## config.mk

```make
export PLATFORM = sky130hd
export DESIGN_NAME = dmi_echo_loopback_flat
export DESIGN_NICKNAME = d
export VERILOG_FILES = /design/src/rtl/dmi_echo_if.sv /design/src/rtl/dmi_echo_loopback.sv /design/src/flat_wrapper.sv
export SDC_FILE = /design/constraint.sdc
export NUM_CORES = 1
export LEC_CHECK = 0
export CAP_MARGIN = 20
export CORE_MARGIN = 2
export CORE_UTILIZATION = 24
export CTS_BUF_LIST = sky130_fd_sc_hd__clkbuf_16
export DETAILED_ROUTE_END_ITERATION = 12
export PLACE_DENSITY_LB_ADDON = 0.25
export SETUP_SLACK_MARGIN = 0.3
export SYNTH_ARGS = -nofsm -noshare
export SYNTH_HDL_FRONTEND = slang
export SYNTH_SLANG_ARGS = --single-unit
```

## constraint.sdc

```tcl
create_clock -name clk -period 3.4 [get_ports clk]
set_clock_uncertainty 0.2 [all_clocks]
set_input_delay 0.68 -clock clk [delete_from_list [all_inputs] [get_ports clk]]
set_output_delay 0.68 -clock clk [all_outputs]
set_load 0.02 [all_outputs]
```

## src/rtl/dmi_echo_if.sv

```systemverilog
// DMI write/read handshake bundle between the UART TAP (master) and a DMI target (slave).
interface dmi_echo_if #(
  parameter int WIDTH      = 41,
  parameter int ADDR_WIDTH = 5
);
  logic [ADDR_WIDTH-1:0] write_address;
  logic [WIDTH-1:0]      write_data;
  logic                  write_valid;
  logic                  write_ready;
  logic [ADDR_WIDTH-1:0] read_address;
  logic [WIDTH-1:0]      read_data;
  logic                  read_valid;
  logic                  read_ready;

  modport master (
    output write_address, write_data, write_valid, read_ready,
    input  write_ready, read_address, read_data, read_valid
  );

  modport slave (
    input  write_address, write_data, write_valid, read_ready,
    output write_ready, read_address, read_data, read_valid
  );
endinterface

```

## src/rtl/dmi_echo_loopback.sv

```systemverilog
// DMI loopback target: queues DMI writes in a DEPTH-entry FIFO and echoes them (data ^ XOR_MASK).
// Optional error injection on ERR_ADDR writes is enabled by defining DMI_ECHO_ERR_INJECT_EN.
module dmi_echo_loopback #(
  parameter int                    WIDTH      = 41,
  parameter int                    ADDR_WIDTH = 5,
  parameter int                    DEPTH      = 4,
  parameter logic [WIDTH-1:0]      XOR_MASK   = '0,
  parameter logic [ADDR_WIDTH-1:0] ERR_ADDR   = 5'h11
) (
  input  logic                       clk,
  input  logic                       rst,
  input  logic                       dmi_hard_reset,
  dmi_echo_if.slave                  dmi,
  output logic [$clog2(DEPTH+1)-1:0] level,
  output logic [15:0]                txn_count,
  output logic [1:0]                 dmi_error
);

  localparam int PW = $clog2(DEPTH);
  localparam int CW = $clog2(DEPTH+1);
  localparam logic [CW-1:0] FULL = CW'(DEPTH);

`ifdef DMI_ECHO_ERR_INJECT_EN
  localparam bit INJECT_EN = 1'b1;
`else
  localparam bit INJECT_EN = 1'b0;
`endif

  logic [ADDR_WIDTH-1:0] addr_mem [DEPTH];
  logic [WIDTH-1:0]      data_mem [DEPTH];
  logic [PW-1:0]         wr_ptr;
  logic [PW-1:0]         rd_ptr;
  logic [CW-1:0]         count;
  logic                  err_q;

  logic push;
  logic pop;
  logic err_hit;
  logic store;

  // Ready/valid come from registered count only, so no input-to-output paths.
  assign dmi.write_ready  = (count != FULL);
  assign dmi.read_valid   = (count != '0);
  assign dmi.read_address = addr_mem[rd_ptr];
  assign dmi.read_data    = data_mem[rd_ptr] ^ XOR_MASK;

  assign push    = dmi.write_valid && dmi.write_ready;
  assign pop     = dmi.read_valid && dmi.read_ready;
  assign err_hit = INJECT_EN && push && (dmi.write_address == ERR_ADDR);
  assign store   = push && !err_hit;

  assign level     = count;
  assign dmi_error = {err_q, 1'b0};

  always_ff @(posedge clk or posedge rst) begin
    if (rst) begin
      wr_ptr    <= '0;
      rd_ptr    <= '0;
      count     <= '0;
      txn_count <= '0;
      err_q     <= 1'b0;
    end else if (dmi_hard_reset) begin
      wr_ptr <= '0;
      rd_ptr <= '0;
      count  <= '0;
      err_q  <= 1'b0;
    end else begin
      if (store) wr_ptr <= wr_ptr + 1'b1;
      if (pop) begin
        rd_ptr    <= rd_ptr + 1'b1;
        txn_count <= txn_count + 16'd1;
      end
      case ({store, pop})
        2'b10:   count <= count + 1'b1;
        2'b01:   count <= count - 1'b1;
        default: count <= count;
      endcase
      if (err_hit) err_q <= 1'b1;
    end
  end

  // Storage needs no reset; entries are only visible while count says so.
  always_ff @(posedge clk) begin
    if (store && !dmi_hard_reset) begin
      addr_mem[wr_ptr] <= dmi.write_address;
      data_mem[wr_ptr] <= dmi.write_data;
    end
  end

endmodule

```

## src/flat_wrapper.sv

```systemverilog
// flat-port wrapper written by rule: the top's interface ports become plain ports
module dmi_echo_loopback_flat 
#(
  parameter int                    WIDTH      = 41,
  parameter int                    ADDR_WIDTH = 5,
  parameter int                    DEPTH      = 4,
  parameter logic [WIDTH-1:0]      XOR_MASK   = '0,
  parameter logic [ADDR_WIDTH-1:0] ERR_ADDR   = 5'h11
)
  (clk, rst, dmi_hard_reset, level, txn_count, dmi_error, dmi_write_address, dmi_write_data, dmi_write_valid, dmi_read_ready, dmi_write_ready, dmi_read_address, dmi_read_data, dmi_read_valid);
  dmi_echo_if #(.WIDTH(WIDTH), .ADDR_WIDTH(ADDR_WIDTH)) dmi_i ();
  input  logic clk;
  input  logic rst;
  input  logic dmi_hard_reset;
  output logic [$clog2(DEPTH+1)-1:0] level;
  output logic [15:0] txn_count;
  output logic [1:0] dmi_error;
  input wire logic [$bits(dmi_i.write_address)-1:0] dmi_write_address;
  input wire logic [$bits(dmi_i.write_data)-1:0] dmi_write_data;
  input wire logic [$bits(dmi_i.write_valid)-1:0] dmi_write_valid;
  input wire logic [$bits(dmi_i.read_ready)-1:0] dmi_read_ready;
  output wire logic [$bits(dmi_i.write_ready)-1:0] dmi_write_ready;
  output wire logic [$bits(dmi_i.read_address)-1:0] dmi_read_address;
  output wire logic [$bits(dmi_i.read_data)-1:0] dmi_read_data;
  output wire logic [$bits(dmi_i.read_valid)-1:0] dmi_read_valid;
  assign dmi_i.write_address = dmi_write_address;
  assign dmi_i.write_data = dmi_write_data;
  assign dmi_i.write_valid = dmi_write_valid;
  assign dmi_i.read_ready = dmi_read_ready;
  assign dmi_write_ready = dmi_i.write_ready;
  assign dmi_read_address = dmi_i.read_address;
  assign dmi_read_data = dmi_i.read_data;
  assign dmi_read_valid = dmi_i.read_valid;
  dmi_echo_loopback #(.WIDTH(WIDTH), .ADDR_WIDTH(ADDR_WIDTH), .DEPTH(DEPTH), .XOR_MASK(XOR_MASK), .ERR_ADDR(ERR_ADDR)) u_core (.clk(clk), .rst(rst), .dmi_hard_reset(dmi_hard_reset), .dmi(dmi_i), .level(level), .txn_count(txn_count), .dmi_error(dmi_error));
endmodule
```

==> impl_results.md <==
* Yosys top cell area share at between 70 and 80%
* RR Startpoint: u_core.level[1]$_DFFE_PP0P_
* Finished Cell Area at 10400 µm²
* Antenna Nets Post-Route at 0
* Fin nets at 546
* # diodes at 0
* Register area share after synthesis at roughly four fifths
* CTS buffer count at 23
* Top FF cell, synth: edfxtp_1
* RSZ-0062 raised after global routing: yes
* Starting Density at 24.20%
* Hold endpoint: u_core.txn_count[15]$_DFFE_PP0P_
* Most frequent cells in the layout: 184 x edfxtp_1, 72 x clkdlybuf4s50_1, 46 x mux4_2, 24 x clkbuf_16, 24 x dlymetal6s2s_1
* Vias/cell at 4.031
* Yosys reg bits at approximately 210
* Post-synth EDFFs at 184
* # fillers at ~3100
* Tcrit/Tclk final at 92.89%
* Distinct cells, synth at 36
* CP Max Fanout at 15
* Core ar. at roughly 32000 µm²
* Dpl ws at 0.6393 ns
* Least-Margin Pin Slew at 0.9227 ns
* Final wirelength at 16350 µm
* Setup CP Type: flop to output pin
* Setup TNS Final at 0 ns
* Min-Delay Path Depth at 1
* Post-synthesis instance area at 7815 µm²
* Worst min-delay path startpoint: u_core.txn_count[15]$_DFFE_PP0P_
* Total track usage at between 9 and 10%
* WL per Instance at around 17 µm
* Clk pin slew, worst setup/hold paths at 0.06 ns
* Synth Warn # at 0
* Reg2reg setup slack at 1.06 ns
* Outcome: finished, final reports clean
* HPWL after DPL at 10130 µm
* Worst Path Arrival at 2.28 ns
* Commonest non-fill, non-tap cell in the layout: edfxtp_1
* Detailed Routing Iterations Pass 1 at 4
* Final Hold Vio Count at 0
* Clock Path Buffers at 3
* Initial DRC count at 159
* Worst skew pair latency at 0.49 ns
* CTS tree: done
* Pwr Density at 705.7 nW/µm²
* Area growth, synth to finish at 33.06%
* Residual DRC at 0
* Final Max Slew Viols at 0
* GRT overflow at 0
* Die width at 184.5 µm
* RR Endpoint: u_core.level[2]$_DFFE_PP0P_
* Nature of the critical path endpoint: output pin
* Clock sinks at 207
* Reg2Reg Depth at 6
* Synth async-reset ratio at ~11%
* Initial antenna violation count at 0
* Maximum vdd drop at 0.3549 mV
* Number of hold buffers added after CTS at 0
* Maxcap violations at 0
* Placed inst area at 9600 µm²
* Vias at 3813
* Hold Path Class: flop to flop
* Crit path required time at 2.52 ns
* Leakage at 0.003604 µW
* Share of layout cells above drive strength 1 at 20.44%
* Setup WS post-layout at 0.2417 ns
* Final GP Congestion at 0.7558
* Syn Area/Cell at 22.59 µm²
* Nature of the critical path startpoint: flop
* CTS H-Tree Depth at 1
* Leading post-synthesis cells by cell area: edfxtp_1 71%, mux4_2 13%, dfrtp_1 7.4%, xnor2_1 1.7%, ha_1 0.80%
* Post-CTS Setup Repair Bufs at 0
* Port bufs at 117
* IO Pins at 120
* Fmax achieved at 316.6 MHz
* Fin crit period at ~3.2 ns
* Final setup viols at 0
* Die ar. at approximately 34000 µm²
* Mapped Cells at 346
* Pin count of the biggest net entering global routing at 32
* Vias in the first global route at 4317
* Pwr Total at ~7300 µW
* Slew HR at 38.42%
* Root Driver: clkbuf_16
* Chip height at 184.5 µm
* First-pass GRT wire length at 25050 µm
* Rows at 66
* Post-synth top area cell: edfxtp_1
## cell families (layout without fill, tap and decap cells)
group	after synthesis	count (layout)	synth area share (%)
fa+ha+maj	6	6	1.057
buf+inv	17	174	1.105
xor+xnor	19	19	2.129
compound gates	6	6	0.7205
other cells	1	2	0.04798
flops	207	207	78.07
mux	49	49	13.67
simple gates	41	41	3.202
## where the power goes
part	switching (µW)	total, µW	leakage [µW]	internal, µW
combinational	948	1880	0.00126	932
sequential	113	3080	0.00198	2960
clock	934	2380	0.000370	1450
total	2000	7340	0.00360	5340
## per-stage QoR
stage          hold slack, ns  instances  utilization, %
2_1_floorplan          0.3422        347               -
3_3_place_gp           0.2755        905           29.73
3_5_place_dp           0.2839        905           29.73
4_1_cts                0.3021        945           31.93
5_1_grt                0.3220        946           32.21
6_report               0.2966        946           32.21
## worst max-delay path by stage
| stage | startpoint | to | slack [ns] | depth (start not counted) |
|---|---|---|---|---|
| 5_1_grt | u_core.rd_ptr[0]$_DFFE_PP0P_ | dmi_read_data[25] | 0.14 | 3 |
| 2_1_floorplan | u_core.level[0]$_DFFE_PP0P_ | u_core.addr_mem[0][0]$_DFFE_PP_ | 0.58 | 5 |
| 3_3_place_gp | u_core.rd_ptr[0]$_DFFE_PP0P_ | dmi_read_data[34] | 0.66 | 3 |
| 4_1_cts | u_core.rd_ptr[0]$_DFFE_PP0P_ | dmi_read_data[34] | 0.12 | 3 |
| 6_report | u_core.rd_ptr[0]$_DFFE_PP0P_ | dmi_read_data[25] | 0.24 | 3 |
| 3_5_place_dp | dmi_write_valid | u_core.data_mem[2][22]$_DFFE_PP_ | 0.64 | 5 |
## Yosys cell counts, types with 2 or more instances
| master | instances |
|---|---|
| a21oi_1 | 2 |
| and2_1 | 5 |
| and4_1 | 3 |
| buf_1 | 3 |
| buf_2 | 3 |
| buf_4 | 2 |
| clkbuf_1 | 4 |
| dfrtp_1 | 23 |
| edfxtp_1 | 184 |
| ha_1 | 5 |
| inv_1 | 3 |
| mux2_2 | 2 |
| mux4_2 | 46 |
| nand2_1 | 6 |
| nand2b_1 | 2 |
| nand3_1 | 6 |
| nand4_1 | 6 |
| nor2_1 | 6 |
| xnor2_1 | 15 |
| xor2_1 | 4 |
## state kept, by name, indices dropped and copies added (netlist names)
name,count
u_core.addr_mem,20
u_core.txn_count,16
u_core.wr_ptr,2
u_core.rd_ptr,2
u_core.level,3
u_core.data_mem,164
## critical path, cell delays in order, from the launching register on
cell	delay, ns
dfrtp_4	0.48
buf_16	0.19
mux4_2	0.53
clkdlybuf4s50_1	0.56
## what timing repair did
item                                    in CTS  in global routing
endpoints found under the setup margin      46                 25
gates cloned                                 0                  1
gates resized for setup                     22                 25
## routing by layer
layer  up-vias  global-route usage [%]  wire [µm]  share of wire (%)
met5         -                       0          0                  0
met2       100                   16.81       8166                 50
met1      1985                   11.74       6747                 41
li1       1701                       -          -                  -
met3        27                   2.845       1122                6.9
met4         0                   2.624        317                1.9
## final cells by class
type	count	area, µm²	area share (%)
Inverter	3	11.26	0.1083
Sequential cell	207	6106	58.72
Timing Repair Buffer	131	1364	13.12
Multi-Input combinational cell	123	1637	15.74
Tap cell	442	553.0	5.318
Clock inverter	17	152.6	1.468
Clock buffer	23	575.6	5.535
No activity file was read; power rests on OpenSTA's default activity.
==> edit (config.mk and constraints unchanged) <==
`WIDTH` is set to 41 in 3 places; all go to 45.
--- a/src/rtl/dmi_echo_if.sv
+++ b/src/rtl/dmi_echo_if.sv
@@ -2,3 +2,3 @@
 interface dmi_echo_if #(
-  parameter int WIDTH      = 41,
+  parameter int WIDTH      = 45,
   parameter int ADDR_WIDTH = 5
--- a/src/rtl/dmi_echo_loopback.sv
+++ b/src/rtl/dmi_echo_loopback.sv
@@ -3,3 +3,3 @@
 module dmi_echo_loopback #(
-  parameter int                    WIDTH      = 41,
+  parameter int                    WIDTH      = 45,
   parameter int                    ADDR_WIDTH = 5,
--- a/src/flat_wrapper.sv
+++ b/src/flat_wrapper.sv
@@ -3,3 +3,3 @@
 #(
-  parameter int                    WIDTH      = 41,
+  parameter int                    WIDTH      = 45,
   parameter int                    ADDR_WIDTH = 5,
Ports: changed (resized dmi_read_data and dmi_write_data); port bits go from 120 to 128. The function was not compared with the original's and may differ.
==> edit against the original RTL <==
Power increased by 7.7%. Routed wire length is 13% higher. Register-to-register slack got worse by 30 ps. Largest cell class unchanged. Area after synthesis rose by 7.4%. Cell area is 7.1% higher. Worst setup slack improved by 100 ps. Global-route usage grew 0.46 points. Cell count grew 4.8%. Sequential cell count rose by 16.
==> edit: results (changes against the original RTL) <==
metric,value,unit,change
initial antenna violation count,1,,was 0
LEAKAGE,0.00372,uW,was 0.00360 uW
Synth Area in Compound Gates,0.00671,,was 0.00720
port bufs,125,,was 117
pin count of the biggest net entering global routing,48,,was 32
share of cells above drive strength 1,0.203,,was 0.204
Max stage delay on crit path,510,ps,was 560 ps
Sw Ratio,0.274,,was 0.272
met3 WL,1.12,mm,about the same
synth cell count leaders,"edfxtp_1, mux4_2, dfrtp_1, xnor2_1",,unchanged
DP Area,10300,um^2,was 9600 um^2
"Max FO, Critical Path",10,,was 15
grt met1 use,0.122,,was 0.117
ClkCell Share,0.0708,,was 0.0700
status,"finished, final reports clean",,unchanged
net switching power figure,2170,uW,was 2000 uW
cells after synthesis,368,,was 346
Synth Area in Adders,0.00984,,was 0.0106
Data buffer area share,0.130,,was 0.131
vias in the first global route,4635,,was 4317
Peak supply drop,0.334,mV,was 0.355 mV
fill count,3336,,was 3128
DR vias,4112,,was 3813
Cell Count Post-Placement,943,,was 905
sequential area share after synthesis,0.784,,was 0.781
area of the multi-input gates,1730,um^2,was 1640 um^2
post-DP HPWL,10.9,mm,was 10.1 mm
Post-Route M1 WL,7.38,mm,was 6.75 mm
routing usage on met2,0.181,,was 0.168
clock sinks,223,,was 207
seq pwr,3310,uW,was 3080 uW
NumNets Final,579,,was 546
multi-input combinational area share,0.155,,was 0.157
CP max stage cell,mux4_2,,was clkdlybuf4s50_1
Synth async-reset ratio,0.103,,was 0.111
-- edit: cell count changes after synthesis --
cell,before,now
edfxtp_1,184,200
buf_2,3,5
buf_1,3,1
mux4_2,46,50
clkbuf_1,4,6
-- edit: final timing paths --
check | to | slack, ps
worst max-delay path | dmi_read_data[39] | 350
worst min-delay path | u_core.txn_count[15] | 280
worst max register to register | u_core.data_mem[2][12] | 1030
worst min register to register | u_core.txn_count[15] | 280
max in group asynchronous | u_core.rd_ptr[0] | 1920
min in group asynchronous | u_core.txn_count[4] | 440
-- edit: timing repair --
action	4_1_cts	5_1_grt
endpoints found under the setup margin	50	36
pin swaps	0	0
endpoints found under the hold margin	0	0
resized for setup	49	5
gates cloned	2	0
setup buffers	0	1
-- edit: metrics by stage --
stage,setup WS [ps],utilization
floorplan,484,-
global placement,584,0.299
detailed placement,529,0.299
CTS,180,0.323
global route,245,0.323
finish,346,0.323
